## config.mk

```make
export PLATFORM = sky130hd
export DESIGN_NAME = adder_pipelined
export DESIGN_NICKNAME = d
export VERILOG_FILES = /design/src/rtl/adder_pipelined.sv
export SDC_FILE = /design/constraint.sdc
export NUM_CORES = 1
export LEC_CHECK = 0
export ABC_AREA = 1
export ABC_CLOCK_PERIOD_IN_PS = 1400
export CORE_MARGIN = 10
export CORE_UTILIZATION = 48
export CTS_BUF_LIST = sky130_fd_sc_hd__clkbuf_4 sky130_fd_sc_hd__clkbuf_8 sky130_fd_sc_hd__clkbuf_16
export CTS_CLUSTER_DIAMETER = 200
export CTS_CLUSTER_SIZE = 25
export DETAILED_ROUTE_END_ITERATION = 10
export PLACE_DENSITY = 0.75
export SYNTH_ARGS = -nofsm -noshare
export SYNTH_HDL_FRONTEND = slang
export SYNTH_SLANG_ARGS = --single-unit
export TNS_END_PERCENT = 10
```

## constraint.sdc

```tcl
create_clock -name Clk -period 1.4 [get_ports Clk]
set_input_delay 0.21 -clock Clk [delete_from_list [all_inputs] [get_ports Clk]]
set_output_delay 0.21 -clock Clk [all_outputs]
set_load 0.02 [all_outputs]
```

## src/rtl/adder_pipelined.sv

```systemverilog
// Carry-pipelined adder/subtractor.
// Operands are registered in an input stage, then summed one SEG-bit segment
// per pipeline stage, the carry between segments travelling in a register.
// Upper operand segments ride along until their stage; finished lower sum
// segments ride along so the whole word lands in Sum_reg on one edge.
// Ports:
//   Clk, Rst_n          clock, asynchronous active-low reset
//   En                  pipeline advance enable (0 = every register holds)
//   In_valid            qualifies A, B, Cin, Sub this cycle
//   A, B                operands (WIDTH)
//   Cin                 carry-in for add; ignored for subtract
//   Sub                 0 = A+B+Cin, 1 = A-B
//   Sum_reg             registered result (WIDTH)
//   Carry_reg           registered MSB carry-out (subtract: 1 = no borrow)
//   Overflow_reg        registered two's-complement overflow
//   Out_valid           registered; result outputs are valid
module adder_pipelined #(
  parameter int unsigned WIDTH  = 8,
  parameter int unsigned STAGES = 2
) (
  input  logic             Clk,
  input  logic             Rst_n,
  input  logic             En,
  input  logic             In_valid,
  input  logic [WIDTH-1:0] A,
  input  logic [WIDTH-1:0] B,
  input  logic             Cin,
  input  logic             Sub,
  output logic [WIDTH-1:0] Sum_reg,
  output logic             Carry_reg,
  output logic             Overflow_reg,
  output logic             Out_valid
);

  localparam int unsigned SEG  = WIDTH / STAGES;
  localparam int unsigned SEGW = SEG + 1;
  localparam int unsigned LAST = STAGES - 1;

  // r_a/r_b[j]: effective operands entering summing stage j+1 (j=0 is the input stage)
  logic [WIDTH-1:0] r_a [STAGES];
  logic [WIDTH-1:0] r_b [STAGES];
  // r_s[j]: sum with segments 0..j complete, lower bits only
  logic [WIDTH-1:0] r_s [STAGES];
  // r_c[0]: effective carry-in; r_c[j+1]: carry out of segment j
  logic             r_c [STAGES+1];
  logic             r_v [STAGES+1];
  logic             r_ovf;

  logic [SEG:0]     w_tot      [STAGES];
  logic [WIDTH-1:0] w_sum_next [STAGES];
  logic             w_ovf;

  // Per-stage segment adder and running sum assembly
  always_comb begin
    for (int j = 0; j < int'(STAGES); j++) begin
      w_tot[j] = {1'b0, SEG'(r_a[j] >> (j * SEG))}
               + {1'b0, SEG'(r_b[j] >> (j * SEG))}
               + SEGW'(r_c[j]);
    end
    w_sum_next[0] = WIDTH'(w_tot[0][SEG-1:0]);
    for (int j = 1; j < int'(STAGES); j++) begin
      w_sum_next[j] = r_s[j-1] | (WIDTH'(w_tot[j][SEG-1:0]) << (j * SEG));
    end
    // Same-sign operands producing an opposite-sign result; equals carry-in
    // XOR carry-out of the MSB
    w_ovf = (r_a[LAST][WIDTH-1] == r_b[LAST][WIDTH-1]) &&
            (w_tot[LAST][SEG-1] != r_a[LAST][WIDTH-1]);
  end

  // Pipeline registers: reset clears everything, En=0 freezes everything
  always_ff @(posedge Clk or negedge Rst_n) begin
    if (!Rst_n) begin
      for (int j = 0; j < int'(STAGES); j++) begin
        r_a[j] <= '0;
        r_b[j] <= '0;
        r_s[j] <= '0;
      end
      for (int j = 0; j <= int'(STAGES); j++) begin
        r_c[j] <= 1'b0;
        r_v[j] <= 1'b0;
      end
      r_ovf <= 1'b0;
    end else if (En) begin
      // Subtract folds into A + ~B + 1
      r_a[0] <= A;
      r_b[0] <= Sub ? ~B : B;
      r_c[0] <= Sub ? 1'b1 : Cin;
      r_v[0] <= In_valid;
      for (int j = 0; j < int'(STAGES); j++) begin
        r_s[j]   <= w_sum_next[j];
        r_c[j+1] <= w_tot[j][SEG];
        r_v[j+1] <= r_v[j];
      end
      for (int j = 0; j + 1 < int'(STAGES); j++) begin
        r_a[j+1] <= r_a[j];
        r_b[j+1] <= r_b[j];
      end
      r_ovf <= w_ovf;
    end
  end

  assign Sum_reg      = r_s[LAST];
  assign Carry_reg    = r_c[STAGES];
  assign Overflow_reg = r_ovf;
  assign Out_valid    = r_v[STAGES];

endmodule

```

* Word-level counts from Yosys, hierarchy flattened
Cells that the tools add are included.
** Word-level totals
- Bits in registers :: 51
- Input port bits :: 22
- Output and inout bits :: 11
- Word-level logic and storage cells :: 24
** Operators by class
- $add $sub $neg :: 4
- Equal/unequal tests :: 2
- Multiplexer cells :: 2
- Bitwise operators :: 2
- Reductions and logical operators :: 1
** Operator list (number)
- adder 4 x 4 -> 5 bit :: 2
- adder 5 x 1 -> 5 bit :: 2
- 2-to-1 mux 8 bit :: 1
- inverter 8 bit :: 1
- OR 4 x 8 -> 8 bit :: 1
- equality test 1 bit :: 1
- logical AND 1 bit :: 1
- 2-to-1 mux 1 bit :: 1
- != test 1 bit :: 1

* Logic depth before layout (Yosys ltp)
- Depth in word-level cells :: 4
- Gate-level depth with buffers :: 8
- Depth with buffers taken out :: 8

* Worst setup path after synthesis
Ideal clock, no wire load.
- Kind :: reg-to-reg
- From :: register r_a[4] in the netlist's numbering
- To :: register r_s, in the netlist Sum_reg[5]
- Library setup time :: 0.076 ns
- Arrival :: 1.415 ns
- Required time :: 1.324 ns
- Slack :: -0.091 ns
- Cell stages (with the launch flop) :: 5
- Buffers on the path :: 0
- Period minus slack after synthesis :: 1.491 ns
- Cells stage by stage :: dfrtp_1 > fa_1 > inv_1 > fa_1 > o21ai_1
** On the way
- Longest elaborated chain between the ends :: 3
** Ends and longest elaborated chain
- start: declaration :: line 40 : logic [WIDTH-1:0] r_a [STAGES];
- start signal: indexed assignment :: line 95 : r_a[j+1] <= r_a[j];
- adder 4 x 4 -> 5 bit :: line 57 : + {1'b0, SEG'(r_b[j] >> (j * SEG))}
- adder 5 x 1 -> 5 bit :: line 58 : + SEGW'(r_c[j]);
- OR 4 x 8 -> 8 bit :: line 62 : w_sum_next[j] = r_s[j-1] | (WIDTH'(w_tot[j][SEG-1:0]) << (j * SEG));
- end signal: indexed assignment :: line 90 : r_s[j] <= w_sum_next[j];
- end: declaration :: line 43 : logic [WIDTH-1:0] r_s [STAGES];
No other way between the ends.
A chain may end at the register's enable or synchronous reset.

* Worst setup path after layout
- From :: register r_c[1] in the netlist's numbering
- To :: register r_s, in the netlist Sum_reg[5]
** On the way
- Longest elaborated chain between the ends :: 2
** Ends and longest elaborated chain
- start: declaration :: line 45 : logic r_c [STAGES+1];
- start signal: indexed assignment :: line 91 : r_c[j+1] <= w_tot[j][SEG];
- adder 5 x 1 -> 5 bit :: line 58
- OR 4 x 8 -> 8 bit :: line 62
No other way between the ends.

==> results.ini <==
[global_routing]
grt_pass1_wl_microns=7070
grt_use_met3=0.0356
grt_use_met2=0.175
antenna_found_initial=0
grt_use_met1=0.143
overflow=0
grt.total_usage=0.114
first_global_vias=1576
top_usage_layer=met2
grt_max_degree=26

[worst_setup_path]
crit_fanout=2
worstSetupPathType=register to register
critPathCaptureType=register
required_ns=1.62
worst-endpoint-arrival_ns=1.71
crit_path_start_kind=register
rr_worst_depth=4

[yosys]
synth_nets=258
synth_cell_types=21
seq_area_frac_synth=0.501
ys_ff_latch=43
avgSynthCellArea_sq_um=9.51
syn-instance-count=226
syn_area_sq_mm=0.00215
ys_warn_count=0

[detailed_routing]
firstDrtPassIters=4
wirelength_microns=3830
ant_nets=0
drcViolationCount=0
drt-vias-per-instance=4.76
vias=1479
first_iter_violations=69
wl_per_cell_microns=12.3

[floorplan]
die_y_microns=86.9
core-area_sq_mm=0.00435
die_area_sq_mm=0.00756
die_x_microns=86.9
ios=33
row_count=24
initial_utilization=0.494

[cts]
cts_root_buf=clkbuf_8
clock_path_buffers=2
clk_pin_slew_worst_paths_ns=0.08
cts_tree=done
clock-sinks=43
cts_max_level=2
cts_made_buffers=5
clkLatencyLatePin_ns=0.29

[sta]
skew_ns=0.00337
layout_setup_ws_ns=-0.0912
worstMarginPinSlew_ns=0.443
fmax_mhz=671
finalHoldViolations=0
finalSetupViolCount=5
period_minus_slack_ns=1.49
slew_violations=0
slew_headroom=0.705
timing.final.crit_share=1.07
setup_tns_ns=-0.267
rsz0062_at_grt=true

[power_and_ir_drop]
p_clk_frac=0.245
p_switching_uw=997
power_density_mw_per_mm2=1250
intPower_mw=2.22
swShare=0.310
ir_drop_uv=577
power_frac_seq=0.484
power.leakage_nw=1.28
p_comb_frac=0.271

[place]
place.gp.congestion=0.849
portBuffers=32
dpl.hpwl_microns=2870
dp_cells=302
place_area_sq_mm=0.00248

[hold_path]
hold_class=primary input to async pin

[layout]
layout-drive-gt1-share=0.158
most-common-layout-cells=nand2_1, dfrtp_1, clkdlybuf4s50_1
nets=291
utilization=0.591
final_cell_area_sq_mm=0.00257
layout.cells.non_filler=311
diodes=0
layout_commonest_cell=nand2_1
area_growth_pct=19.8

[job]
maxCapViolCount=0

[run_status]
violations=setup timing
status=finished with violations

## Yosys cell counts, drive strengths merged
master	n	area share
fa	4	0.037
nor2	6	0.014
o21ai	24	0.079
a21oi	3	0.0087
nand3	12	0.028
o22ai	1	0.0029
buf	18	0.079
dfrtp	43	0.50
or2	1	0.0029
xor2	1	0.0041
xnor2	8	0.033
inv	17	0.033
ha	6	0.035
nand2	82	0.14
## through the flow
step	hold WS, ns	worst slack [ns]	total power [mW]
6_report	0.391	-0.0912	3.21
5_1_grt	0.414	-0.170	3.46
4_1_cts	0.395	-0.0866	3.24
3_5_place_dp	0.179	-0.0702	2.50
3_3_place_gp	0.177	-0.0218	2.47
2_1_floorplan	-0.0856	-0.0162	2.22
## power groups by stage
stage                     combinational (mW)  clock, mW  sequential, mW
after floorplan                        0.645          0            1.57
after global placement                 0.894          0            1.57
after detailed placement               0.917          0            1.58
after CTS                              0.866      0.816            1.56
after global routing                    1.00      0.872            1.59
final                                  0.870      0.788            1.55
## worst max-delay path, cell delays in order (launching register included)
cell and delay [ns]:
dfrtp_1 0.41, fa_2 0.41, inv_2 0.06, fa_2 0.43
o21ai_2 0.12
## layer usage
metal  vias to the layer above  wire [microns]  share of wire
li1                        767               -              -
met1                       676            1830           0.48
met4                         0              56          0.015
met2                        30            1780           0.47
met5                         -               0              0
met3                         6             163          0.043
## timing repair
action	in CTS	in global routing
pin swaps	0	3
buffers inserted	0	1
setup endpoints to repair	16	9
endpoints found under the hold margin	18	0
gates resized for setup	11	4
gates cloned	0	0
hold buffers	1	0
## area by class of cell
class,count,area [sq um]
clock buffers,6,82.6
inverters,17,71.3
repair buffers,44,432
flip-flops and latches,43,1080
well taps,52,65.1
clock inverters,1,5.00
fillers,366,1780
multi-input cells,148,843
## logic make-up (layout without fill, tap and decap cells)
group                      count (synthesis)  after routing  share of synthesized area
and+or+nand+nor                          101            101                      0.188
DFF                                       43             43                      0.501
buffers and inverters                     35             68                      0.112
AOI/OAI and AO/OA                         28             28                     0.0902
adders and majority gates                 10             10                     0.0722
xor gates and xnor gates                   9              9                     0.0367
## worst paths after layout
| path | from | end | slack [ns] |
|---|---|---|---|
| max | r_c[1]$_DFFE_PN0P_ | Sum_reg[5]$_DFFE_PN0P_ | -0.09 |
| max in group asynchronous | Rst_n | r_c[1]$_DFFE_PN0P_ | 0.53 |
| min in group Clk | A[0] | r_a[8]$_DFFE_PN0P_ | 0.45 |
| max reg2reg | r_c[1]$_DFFE_PN0P_ | Sum_reg[5]$_DFFE_PN0P_ | -0.09 |
| min | Rst_n | r_a[15]$_DFFE_PN0P_ | 0.39 |
| min reg2reg | Sum_reg[1]$_DFFE_PN0P_ | Sum_reg[1]$_DFFE_PN0P_ | 0.47 |
No activity file was read; power rests on OpenSTA's default activity.
